==> src/rtl/logic_unit_seq.sv <==
// rtl/logic_unit_seq.sv - bitwise logic unit with elementwise and multi-beat reduce modes
module logic_unit_seq #(
    parameter int WIDTH = 8,
    parameter int BEATS = 4
) (
    input  logic             clk,
    input  logic             rst,
    input  logic             in_valid,
    output logic             in_ready,
    input  logic [2:0]       op,
    input  logic             mode,
    input  logic [WIDTH-1:0] a,
    input  logic [WIDTH-1:0] b,
    output logic [WIDTH-1:0] y,
    output logic             out_valid,
    input  logic             out_ready,
    output logic             busy
);

    localparam int CNT_W = (BEATS > 1) ? $clog2(BEATS) : 1;
    localparam logic [CNT_W-1:0] LAST = CNT_W'(BEATS - 1);

    typedef enum logic {
        IDLE = 1'b0,
        ACC  = 1'b1
    } state_t;

    state_t           state;
    state_t           state_nxt;
    logic [CNT_W-1:0] cnt;
    logic [WIDTH-1:0] acc;
    logic [2:0]       op_q;

    logic acc_open;
    logic out_free;
    logic in_xfer;
    logic out_xfer;
    logic start_burst;
    logic last_beat;
    logic load_out;

    function automatic logic [WIDTH-1:0] f(input logic [2:0] o,
                                           input logic [WIDTH-1:0] p,
                                           input logic [WIDTH-1:0] q);
        case (o)
            3'b000:  return ~p;
            3'b001:  return p & q;
            3'b010:  return p | q;
            3'b011:  return ~(p & q);
            3'b100:  return ~(p | q);
            3'b101:  return p ^ q;
            3'b110:  return ~(p ^ q);
            default: return p;
        endcase
    endfunction

    assign acc_open = (state == ACC) && (cnt < LAST);
    assign out_free = !out_valid || out_ready;
    // A first reduce beat never touches the output register, so it need not wait for it to drain.
    assign in_ready = acc_open || ((state == IDLE) && mode) || out_free;

    assign in_xfer     = in_valid && in_ready;
    assign out_xfer    = out_valid && out_ready;
    assign start_burst = in_xfer && (state == IDLE) && mode;
    assign last_beat   = in_xfer && (state == ACC) && (cnt == LAST);
    assign load_out    = (in_xfer && (state == IDLE) && !mode) || last_beat;
    assign busy        = (state == ACC);

    always_ff @(posedge clk or posedge rst) begin
        if (rst) begin
            state <= IDLE;
        end else begin
            state <= state_nxt;
        end
    end

    always_comb begin
        state_nxt = state;
        case (state)
            IDLE:    if (start_burst) state_nxt = ACC;
            ACC:     if (last_beat)   state_nxt = IDLE;
            default: state_nxt = IDLE;
        endcase
    end

    always_ff @(posedge clk or posedge rst) begin
        if (rst) begin
            cnt  <= '0;
            acc  <= '0;
            op_q <= '0;
        end else if (start_burst) begin
            acc  <= f(op, a, b);
            cnt  <= CNT_W'(1);
            op_q <= op;
        end else if (in_xfer && (state == ACC)) begin
            if (cnt == LAST) begin
                cnt <= '0;
            end else begin
                acc <= f(op_q, acc, a);
                cnt <= cnt + CNT_W'(1);
            end
        end
    end

    always_ff @(posedge clk or posedge rst) begin
        if (rst) begin
            y         <= '0;
            out_valid <= 1'b0;
        end else if (load_out) begin
            y         <= (state == ACC) ? f(op_q, acc, a) : f(op, a, b);
            out_valid <= 1'b1;
        end else if (out_xfer) begin
            out_valid <= 1'b0;
        end
    end

endmodule
==> config.mk <==
export PLATFORM = sky130hd
export DESIGN_NAME = logic_unit_seq
export DESIGN_NICKNAME = d
export VERILOG_FILES = /design/src/rtl/logic_unit_seq.sv
export SDC_FILE = /design/constraint.sdc
export NUM_CORES = 1
export LEC_CHECK = 0
export BUFFER_PORTS_ARGS = -buffer_cell sky130_fd_sc_hd__buf_2
export CAP_MARGIN = 20
export CORE_ASPECT_RATIO = 0.8
export CORE_MARGIN = 4
export CORE_UTILIZATION = 45
export CTS_BUF_LIST = sky130_fd_sc_hd__clkbuf_4
export DETAILED_ROUTE_END_ITERATION = 6
export PLACE_DENSITY = 0.67
export SETUP_SLACK_MARGIN = 0.3
export SYNTH_ARGS = -nofsm -noshare
export SYNTH_HDL_FRONTEND = slang
export SYNTH_SLANG_ARGS = --single-unit
export TNS_END_PERCENT = 10
==> constraint.sdc <==
create_clock -name clk -period 1.5 [get_ports clk]
set_input_delay 0.15 -clock clk [delete_from_list [all_inputs] [get_ports clk]]
set_output_delay 0.15 -clock clk [all_outputs]
set_load 0.02 [all_outputs]
Yosys cells after proc, flatten, opt, wreduce, memory -nomap -nowiden. Index checks and enable logic that the tools add are counted.

Input port bits: 24. Output and inout bits: 11. Word-level logic and storage cells: 71. Flip-flop bits (word level): 23.

Bitwise logic cells: 15. Equal/unequal tests: 14. Muxes and demuxes: 14. $add $sub $neg: 1. Order comparisons: 1. Reduce and logical (&&, ||, !) cells: 20.

Operators by type and width (count): case mux 8 bit (7 select lines) (2); inverter 8 bit (8); two-way mux 8 bit (4); == test 3 bit (second input constant) (6); AND 8 bit (2); OR 8 bit (2); XOR 8 bit (2); == test 3 x 2 -> 1 bit (second input constant) (4); logical AND 1 bit (9); == test 3 x 1 -> 1 bit (second input constant) (2); zero test 3 bit (2); two-way mux 2 bit (3); logical OR 1 bit (4); two-way mux 1 bit (4); nonzero test 2 bit (2); adder 2 x 1 -> 2 bit (second input constant) (1); == test 2 bit (second input constant) (1); zero test 1 bit (2); < comparator 2 bit (second input constant) (1); inequality test 2 bit (second input constant) (1); case mux 1 bit (2 select lines) (1); AND reduction 2 bit (1); inverter 1 bit (1).

Longest topological paths before layout. Gate-level depths: netlist of run 1.

Word-level depth: 9. Depth in mapped cells: 8. Depth with buffers taken out: 7.

Least setup slack after synthesis of run 1. No wires, ideal clock.

Path type: reg-to-reg. Start point: register state (netlist: busy). End point: register cnt[1]. Cell stages (with the launch flop): 5. Arrival time: 1.615 ns. Path buffers: 0. Setup slack: -0.237 ns. Cells stage by stage: dfrtp_1 -> nor2b_1 -> or3_1 -> and2_1 -> a32o_1.

Longest elaborated chain between the ends: 8. Elaborated cells between the ends (all ways): 11.

RTL lines: start, declared (line 28) `state_t state;`; start signal, assigned (line 73) `state <= state_nxt;`; inverter 1 bit; logical AND 1 bit (line 60) `assign in_ready = acc_open || ((state == IDLE) && mode) || out_free;`; logical OR 1 bit (*) (2 in series) (line 60); via in_ready (line 9) `output logic in_ready,`; logical AND 1 bit (*) (line 62) `assign in_xfer = in_valid && in_ready;`; logical AND 1 bit (2 in series) (line 64) `assign start_burst = in_xfer && (state == IDLE) && mode;`; two-way mux 2 bit / nonzero test 2 bit (equally long branches); end signal, assigned (line 100) `cnt <= cnt + CNT_W'(1);`; end, declared (line 30) `logic [CNT_W-1:0] cnt;`.

Mark *: on every way through the listed nets, which the timed path passes. The rest lies on a longest branch. A chain may end at the register's enable or synchronous reset.

Worst setup path in the final report of run 1.
Start point: register acc[0]. End point: register acc[0].

Longest elaborated chain between the ends: 6. Elaborated cells between the ends (all ways): 11.

RTL lines: start, declared (line 31) `logic [WIDTH-1:0] acc;`; start signal, assigned (line 92) `acc <= f(op, a, b);`; start signal, assigned (line 99) `acc <= f(op_q, acc, a);`; XOR 8 bit, or another cell as far along (line 51, 52); inverter 8 bit, on equally long branches (line 52, 49, 50); case mux 8 bit (7 select lines) (*) (line 45) `case (o)`; two-way mux 8 bit (*) (line 96) `if (cnt == LAST) begin`; two-way mux 8 bit (*) (line 95) `end else if (in_xfer && (state == ACC)) begin`; two-way mux 8 bit (*) (line 91) `end else if (start_burst) begin`.

Every way passes the cells marked *; elsewhere a longest branch is shown, timed or not. The select of a mux whose other input is x is not followed.

==> results.md, run 1 <==
* Synth Register Bits at 23
* CTS H-tree lvls at 1
* Place WS at -229.1 ps
* Multiplexer share of the synthesized area at 0.05664
* Post-route ant nets at 0
* Max-slew violations at 0
* Yosys warnings at 0
* Number of unique standard cell types used by synthesis at 58
* Grt total ovfl at 0
* Final worst path period share at 1.138
* DR WL/cell at around 15 um
* Main combinational cell family by area after synthesis: simple AND/OR/NAND/NOR gates
* Clk_lat worst skew at 320 ps
* RSZ-0062 raised after global routing: true
* Clock buffer count from CTS at 3
* Post-Synthesis Cells at 354
* Vias per cell at 5.440
* Worst min-delay path category: primary input to flop
* Inserted Diodes at 0
* Most used flip-flop cell after synthesis: dfrtp_1
* Slew headroom at 0.7531
* Design Area, Final at 3626 um^2
* I/O pin count at 35
* DR DRC count at 0
* Post-synthesis xor/xnor area fraction at 0.006343
* Layout Nets at 502
* Cell Chain, Critical Path: buf_4 > buf_4 > ha_1 > nand2b_1 > a21boi_1 > o221a_2 > and4b_1 > a221o_1
* WP data required at 1730 ps
* Final Hold Fails at 0
* Overall Power at 5438 uW
* Synthesized area at 2761 um^2
* CTS sink count at 23
* Layout cells sized above 1 at 0.3153
* Starting Density at 0.4646
* VDD IR max at 0.4849 mV
* Crit path DAT at 1930 ps
* Crit path max-delay family: compound AO/OA/AOI/OAI gates
* Core Rows at 25
* Synth Area per Inst at 7.801 um^2
* IO Port Bufs at 34
* Total number of vias at roughly 2.9k
* Worst Skew at between 10 and 15 ps
* Startpoint types: flop
* Fmax at approximately 590 MHz
* GP Congestion at 0.8648
* Initial antenna violation count at 0
* LEAKAGE at 0.001770 uW
* Cell area after placement at around 3500 um^2
* Clock Tree Buf Depth at 2
* CTS tree: done
* Min Tclk post-route at 1706 ps
* Critical Path Most Common Cell: buf_4
* PD cells at 1500 nW/um^2
* Crit path max fanout at 3
* Area grow syn2layout at 31.31%
* Die height at a little under 80 um
* Crit. End Element: flop
* Register area share after synthesis at 0.2084
* WP buf/inv at 2
* Max-cap violations at 0
* Final setup fails at 11
* Vias in the first global route at 2,819
* Die area at 7461 um^2
* Post-DP HPWL at 6.192 mm
* Post-route worst setup slack at -206.3 ps
* EDFF count, synth at 0
* Crit-path slowest cell: dfrtp_1
* TritonRoute pass-1 iters at 4
* Syn_nets at 411
* WL final at 7.692 mm
* Simple-Gate Fraction of Synth Area at 0.2623
* Total Routing Usage GR at 0.2181
* Largest net degree at the start of global routing at 24
* Status: finished with violations
* Starting DRT DRC Count at 170
* Core area at approximately 6000 um^2
* DIE WIDTH at 95.58 um
* WS Path Type: flop to flop
* Post-synthesis adder-cell area fraction at 0.1495
* Clock root cell: clkbuf_4
* Clk pin slew, worst setup/hold paths at 140 ps
* Async SR Flop Fraction at 1.000
* First-pass GRT wire length at 13.05 mm
* Slew at the pin with the worst max-slew slack at 368.1 ps
* Failing checks: negative setup slack
* Largest stage delay, worst path at around 380 ps
* Compound-Gate Fraction of Synth Area at 0.2293
## repair_timing
| action | 4_1_cts | 5_1_grt |
|---|---|---|
| gates resized for setup | 15 | 7 |
| hold endpoints to repair | 23 | 0 |
| hold buffers | 1 | 0 |
| pin swaps | 15 | 4 |
| setup buffers | 2 | 0 |
| setup endpoints to repair | 25 | 25 |
## per-layer routing
| metal | GRT usage | vias to the layer above | routed length (um) |
|---|---|---|---|
| li1 | - | 1449 | - |
| met1 | 0.3020 | 1356 | 3635 |
| met2 | 0.3740 | 45 | 3755 |
| met3 | 0.02299 | 6 | 235 |
| met4 | 0.02983 | 0 | 66 |
| met5 | 0 | - | 0 |
## state kept, by name (all words and copies together) (netlist names)
register and flops:
y 8, out_valid 1, busy 1, acc 8, cnt 2, op_q 3
## placed cells by master (no fill, tap or decap), types with 3 or more instances in the layout
master	n
buf_4	73
nand2_1	41
buf_2	34
ha_1	28
inv_1	26
nand2b_1	20
dfrtp_1	19
nor2_1	18
nor2b_1	15
a21oi_1	14
nand3_1	13
a31oi_1	10
mux2i_1	10
o21ai_1	8
o211ai_1	8
o21ai_0	6
a221o_1	5
nand3b_1	5
a32oi_1	5
a211oi_1	5
nor3_1	4
ha_4	4
dfrtp_2	4
clkbuf_4	4
a21o_1	3
and2_1	3
or3b_1	3
nor4_1	3
inv_2	3
## path summary, 6_finish.rpt
check	start	endpoint	slack (ps)	depth (start not counted)
setup / recovery	acc[0]	acc[0]	-210	8
max in group asynchronous	rst	op_q[2]	830	4
hold / removal	mode	cnt[1]	200	3
setup reg to reg	acc[0]	acc[0]	-210	8
hold reg to reg	y[0]	y[0]	510	2
min in group asynchronous	rst	y[0]	400	4
## per-stage QoR
stage / cells / util / hold slack [ps] / TNS (ps)
after floorplan: 354 / - / 151.8 / -554.6
after global placement: 518 / 0.5857 / 210.1 / -1786
after detailed placement: 518 / 0.5857 / 214.4 / -2273
after CTS: 525 / 0.6069 / 213.7 / -787.5
after global routing: 525 / 0.6101 / 219.2 / -2245
final: 525 / 0.6101 / 202.2 / -819.4
## kinds of logic after synthesis
logic type | count (synthesis)
adders and majority gates | 33
muxes | 14
DFF | 23
xor gates and xnor gates | 2
buffers and inverters | 53
and+or+nand+nor | 140
AOI/OAI and AO/OA | 89
## final cells by class
class                      count  area [um^2]
inverter                      29        108.9
timing repair buffer         110        759.5
fill                         527         2317
sequential                    23        580.6
tap                           81        101.3
clock buffer                   4        30.03
multi-input combinational    278         2046
## power breakdown
part	switching [uW]	leakage [uW]	internal [uW]
clock network	205	0.0000184	122
registers	257	0.000282	917
logic	1980	0.00147	1950
## cells in the mapped netlist, types with 2 or more instances
library cell | number | area share
ha_1 | 33 | 0.15
xor2_1 | 2 | 0.0063
a211oi_1 | 5 | 0.014
o22ai_1 | 2 | 0.0045
nor3_1 | 4 | 0.0072
or3b_1 | 4 | 0.013
o211ai_1 | 8 | 0.022
o21ai_1 | 5 | 0.0091
clkbuf_1 | 3 | 0.0041
and2_1 | 4 | 0.0091
a31oi_1 | 10 | 0.023
o21ai_0 | 9 | 0.016
mux2i_1 | 10 | 0.036
a32o_1 | 2 | 0.0072
nor4_1 | 3 | 0.0068
a221o_1 | 5 | 0.018
nor2_1 | 19 | 0.026
buf_2 | 16 | 0.029
or3_1 | 2 | 0.0045
nor2b_1 | 17 | 0.039
nand2_1 | 42 | 0.057
inv_1 | 29 | 0.039
a21boi_1 | 2 | 0.0054
buf_4 | 2 | 0.0054
a211o_1 | 2 | 0.0063
mux2_2 | 2 | 0.0082
a21oi_1 | 15 | 0.027
nand3_1 | 13 | 0.024
buf_6 | 2 | 0.0082
nand3b_1 | 5 | 0.014
a21o_1 | 3 | 0.0082
nand4_1 | 2 | 0.0045
dfrtp_1 | 23 | 0.21
nand2b_1 | 21 | 0.048
a32oi_1 | 5 | 0.016
## worst reg2reg max path, cell delays in order, from the launching register on
cell,delay [ps]
dfrtp_1,380
buf_4,110
buf_4,110
ha_1,130
nand2b_1,70
a21boi_1,140
o221a_2,240
and4b_1,180
a221o_1,250
Note: power is estimated with default switching activity, not from simulation.
==> inputs of run 2 (changes only) <==
- GPL_TIMING_DRIVEN: not set -> 0
==> run 2 against run 1 <==
The run ends with negative hold slack, negative setup slack left. Sequential share of layout area is 1.6 points higher. Combinational power is 5.1% lower. Wire length is 3.1% higher. Final cell count is 8.8% lower. Critical path depth is 1 lower. Largest cell class unchanged. Clock-buffer cell count is 1 lower. Core utilization is 5.4 points lower. Global-route usage is 0.65 points lower. Largest power group unchanged. Fmax is 1.7% lower.
==> results.md, run 2 (same netlist as run 1, synthesis figures left out) <==
* Status: finished with violations
* Failing checks: negative hold slack, negative setup slack
* Clock Tree Buf Depth at 2
* Cell area after placement at 3048 um^2
* Clk_lat worst skew at 330 ps
* Vias per cell at 5.866
* WS Path Type: flop to flop
* DR WL/cell at between 15 and 20 um
* DIE WIDTH at 95.58 um
* Starting DRT DRC Count at 182
* CTS H-tree lvls at 1
* Crit. End Element: flop
* Post-route worst setup slack at -235.3 ps
* Max-cap violations at 0
* Min Tclk post-route at 1735 ps
* Die area at 7461 um^2
* Layout cells sized above 1 at 0.2412
* RR Startpoint: acc[0]
* Post-route ant nets at 0
* DR DRC count at 0
* I/O pin count at 35
* Vias in the first global route at approximately 2.6k
* PD cells at 1579 nW/um^2
* Biggest regs: acc: 8 flops, y: 8 flops, op_q: 3 flops
* Worst Skew at about 17 ps
* Most frequent cells in the layout: nand2_1 (42), buf_2 (41), ha_1 (27)
* Final setup fails at 15
* Clock root cell: clkbuf_4
* Crit path DAT at approximately 2000 ps
* Slew at the pin with the worst max-slew slack at 881.2 ps
* Layout Nets at 456
* Slew headroom at 0.4119
* Clock buffer count from CTS at 3
* GP Congestion at 0.9097
* Total Routing Usage GR at 0.2116
* Inserted Diodes at 0
* TritonRoute pass-1 iters at 4
* Final worst path period share at 1.157
* Die height at around 78 um
* VDD IR max at 0.8508 mV
* Max-slew violations at 0
* Total number of vias at 2,810
* Hold WS at -15.81 ps
* Area grow syn2layout at 19.76%
* Fmax at slightly below 600 MHz
* Post-DP HPWL at 6.120 mm
* WL final at 7.928 mm
* Worst min-delay path category: primary input to asynchronous set/reset pin
* Core area at 5943 um^2
* Design Area, Final at 3307 um^2
* Flop-to-flop setup slack at -240 ps
* Core Rows at 25
* Final core utilization at 0.5564
* RR Endpoint: acc[0]
* Setup TNS at -1443 ps
* Crit path max fanout at 2
* Clk pin slew, worst setup/hold paths at 140 ps
* IO Port Bufs at 33
* Inst Count DP at 468
* CTS tree: done
* Largest net degree at the start of global routing at 24
* Initial antenna violation count at 0
* R2R cell count at 7
* Final Hold Fails at 18
* Grt total ovfl at 0
* WP data required at ~1700 ps
* CTS sink count at 23
* Commonest non-fill, non-tap cell in the layout: nand2_1
* First-pass GRT wire length at 12.63 mm
* Starting Density at 0.4646
* Startpoint types: flop
* LEAKAGE at about 0.0015 uW
* RSZ-0062 raised after global routing: true
* Post-Layout Cell Count at 479
[run 2: layer usage]
layer / share of wire / GRT usage / wire (um) / up-vias
li1: - / - / - / 1358
met1: 0.45 / 0.3017 / 3578 / 1347
met2: 0.48 / 0.3491 / 3766 / 94
met3: 0.060 / 0.02586 / 478 / 11
met4: 0.013 / 0.03125 / 104 / 0
met5: 0 / 0 / 0 / -
[run 2: what timing repair did]
action / in CTS / in global routing
gates resized for setup: 25 / 26
endpoints found under the setup margin: 24 / 24
pin swaps: 10 / 5
hold buffers: 0 / 0
buffers inserted: 4 / 3
[run 2: power breakdown]
part           switching [uW]  internal [uW]  total (uW)
registers                 259            919        1180
logic                    2060           1680        3740
clock network             202            102         304
[run 2: cell type report]
class / instances / area (um^2)
clock buffers: 3 / 22.52
clock inverters: 1 / 7.507
fillers: 582 / 2636
multi-input cells: 278 / 2067
repair buffers: 40 / 217.7
inverters: 29 / 108.9
plain buffers: 24 / 200.2
flip-flops and latches: 23 / 581.8
well taps: 81 / 101.3
[run 2: worst max-delay path, cell delays in order (launching register included)]
cell and delay, ps:
dfrtp_1 410, inv_2 70, ha_4 260, and3_1 140
a21oi_1 40, o221a_2 280, and4b_1 180, a221o_1 260
[run 2: worst max-delay path by stage]
stage | startpoint | end | slack, ps
3_5_place_dp | cnt[0] | acc[1] | -400
6_report | acc[0] | acc[0] | -240
2_1_floorplan | acc[0] | acc[0] | -170
3_3_place_gp | cnt[0] | acc[0] | -420
4_1_cts | acc[0] | acc[0] | -200
5_1_grt | acc[0] | acc[0] | -280
[run 2: through the flow]
step / setup WS [ps] / total power, uW
final: -235.3 / 5222
after global routing: -283.1 / 5674
after CTS: -204.8 / 4889
after detailed placement: -397.6 / 4277
after global placement: -417.7 / 4174
after floorplan: -171.7 / 3464
==> inputs of run 3 (changes only) <==
- PLACE_DENSITY: 0.67 -> not set
- clock period: 1.5 -> 1.62 ns (I/O delays scaled with it)
==> run 3 against run 2 <==
The flow still finishes with violations (negative hold slack, negative setup slack). Fmax up 1.3%. Clock power down 6%. Final cell count down 0.21%. Final area down 0.23%. Via count down 2.4%. Core utilization down 0.13 points. First-iteration DRC count down 13%. Power down 8.8%. Clock skew about the same. Worst hold slack better by 14 ps. Critical path type unchanged.
==> results.md, run 3 (same netlist as run 1, synthesis figures left out) <==
* WS Path Type: flop to flop
* Design Area, Final at 3299 um^2
* Total number of vias at 2,742
* Min Tclk post-route at 1713 ps
* Cell area after placement at 3048 um^2
* LEAKAGE at 0.001545 uW
* Max-slew violations at 0
* Slew headroom at 0.4030
* RSZ-0062 raised after global routing: true
* Starting DRT DRC Count at 159
* Setup TNS at -205.0 ps
* RR Startpoint: acc[0]
* Crit-path slowest cell: dfrtp_1
* CTS sink count at 23
* Crit path max fanout at 2
* Crit. Startpoint: acc[0]
* Core Rows at 25
* Core area at 5943 um^2
* Largest net degree at the start of global routing at 24
* Final setup fails at 5
* Clk_lat worst skew at 330 ps
* Fmax at 583.8 MHz
* VDD IR max at 0.6477 mV
* Inserted Diodes at 0
* WP data required at 1860 ps
* Top routing layer in use: met4
* GP Congestion at slightly below 0.9
* Post-route worst setup slack at -92.89 ps
* Total Routing Usage GR at 0.2203
* Post-DP HPWL at 6.035 mm
* Biggest regs: acc: 8 flops, y: 8 flops, op_q: 3 flops
* Startpoint types: flop
* CTS H-tree lvls at 1
* TritonRoute pass-1 iters at 4
* Commonest non-fill, non-tap cell in the layout: nand2_1
* Max-cap violations at 0
* Vias in the first global route at between 2k and 3k
* Starting Density at 0.4646
* Wire length on met3 at 341 um
* WL final at between 7 and 8 mm
* IO Port Bufs at 33
* Grt total ovfl at 0
* DR DRC count at 0
* Layout Nets at 455
* PD cells at ~1400 nW/um^2
* M1 WL at 3.674 mm
* Largest stage delay, worst path at 410 ps
* Clock Tree Buf Depth at 2
* Final core utilization at 0.5552
* Initial antenna violation count at 0
* Slew at the pin with the worst max-slew slack at between 800 and 900 ps
* Die height at 78.07 um
* Crit path DAT at about 2000 ps
* CTS tree: done
* WP buf/inv at 1
* Overall Power at about 4800 uW
* DIE WIDTH at 95.58 um
* Vias per cell at 5.736
* DR WL/cell at 16.17 um
* First-pass GRT wire length at 13.05 mm
* Most frequent cells in the layout: nand2_1 (42), buf_2 (40), ha_1 (28)
* Worst Skew at 17.80 ps
* Area grow syn2layout at 19.48%
* Clock buffer count from CTS at 3
* Cell Chain, Critical Path: inv_2 > ha_4 > and3_1 > a21oi_1 > o221a_2 > and4b_1 > a221o_1
* Clk pin slew, worst setup/hold paths at 150 ps
* Post-route ant nets at 0
* Hold_buf cts at 0
* Hold WS at -1.683 ps
* Met2 routed WL at ~3.6 mm
* Worst min-delay path category: primary input to asynchronous set/reset pin
* Status: finished with violations
* Clock root cell: clkbuf_4
* Crit path max-delay family: compound AO/OA/AOI/OAI gates
* Crit. End Element: flop
* Final Hold Fails at 14
* Die area at about 7500 um^2
* Final worst path period share at 1.057
* Layout cells sized above 1 at 0.2443
* I/O pin count at 35
* Failing checks: negative hold slack, negative setup slack
-- run 3: changes by cell type in the layout (fill, tap and decap cells not counted), sizes merged --
cell	before	now
buf	62	58
clkbuf	5	8
-- run 3: worst paths after layout --
check / endpoint / slack (ps) / depth (start not counted)
max in group asynchronous: out_valid / 1010 / 2
min in group clk: out_valid / 180 / 3
min: busy / -2 / 2
max: acc[0] / -90 / 7
max reg2reg: acc[0] / -90 / 7
min reg2reg: y[0] / 500 / 2
-- run 3: area by class of cell --
class	count	area (um^2)
Buffer	24	201.4
Fill cell	595	2644
Clock buffer	3	22.52
Timing Repair Buffer	39	210.2
Clock inverter	1	7.507
Tap cell	81	101.3
Multi-Input combinational cell	278	2066
Inverter	29	108.9
Sequential cell	23	581.8
-- run 3: metal layers --
metal | vias to the layer above | track usage
met5 | - | 0
met4 | 0 | 0.04688
li1 | 1355 | -
met2 | 58 | 0.3525
met3 | 6 | 0.02395
met1 | 1323 | 0.3190
-- run 3: worst reg2reg max path, delay by kind of cell, from the launching register on --
kind | cells | cell delay (ps)
AOI/OAI and AO/OA | 3 | 570
adders and majority gates | 1 | 260
buffers and inverters | 1 | 60
DFF | 1 | 410
and+or+nand+nor | 2 | 320
-- run 3: through the flow --
step                hold WS [ps]  std cells  worst slack, ps
floorplan                  163.8        354           -51.65
global placement           381.9        468           -312.3
detailed placement         412.4        468           -318.8
CTS                        30.56        478           -92.44
global route               63.63        478           -171.4
finish                    -1.683        478           -92.89
-- run 3: power breakdown --
part	internal, uW	switching [uW]
clock	94.5	192
combinational	1520	1870
sequential	851	235
total	2470	2290
-- run 3: timing repair --
| item | in CTS | in global routing |
|---|---|---|
| gates resized for setup | 31 | 21 |
| gates cloned | 0 | 0 |
| setup endpoints to repair | 24 | 21 |
| pin swaps | 15 | 6 |
| hold endpoints to repair | 0 | 0 |
| buffers inserted | 6 | 0 |
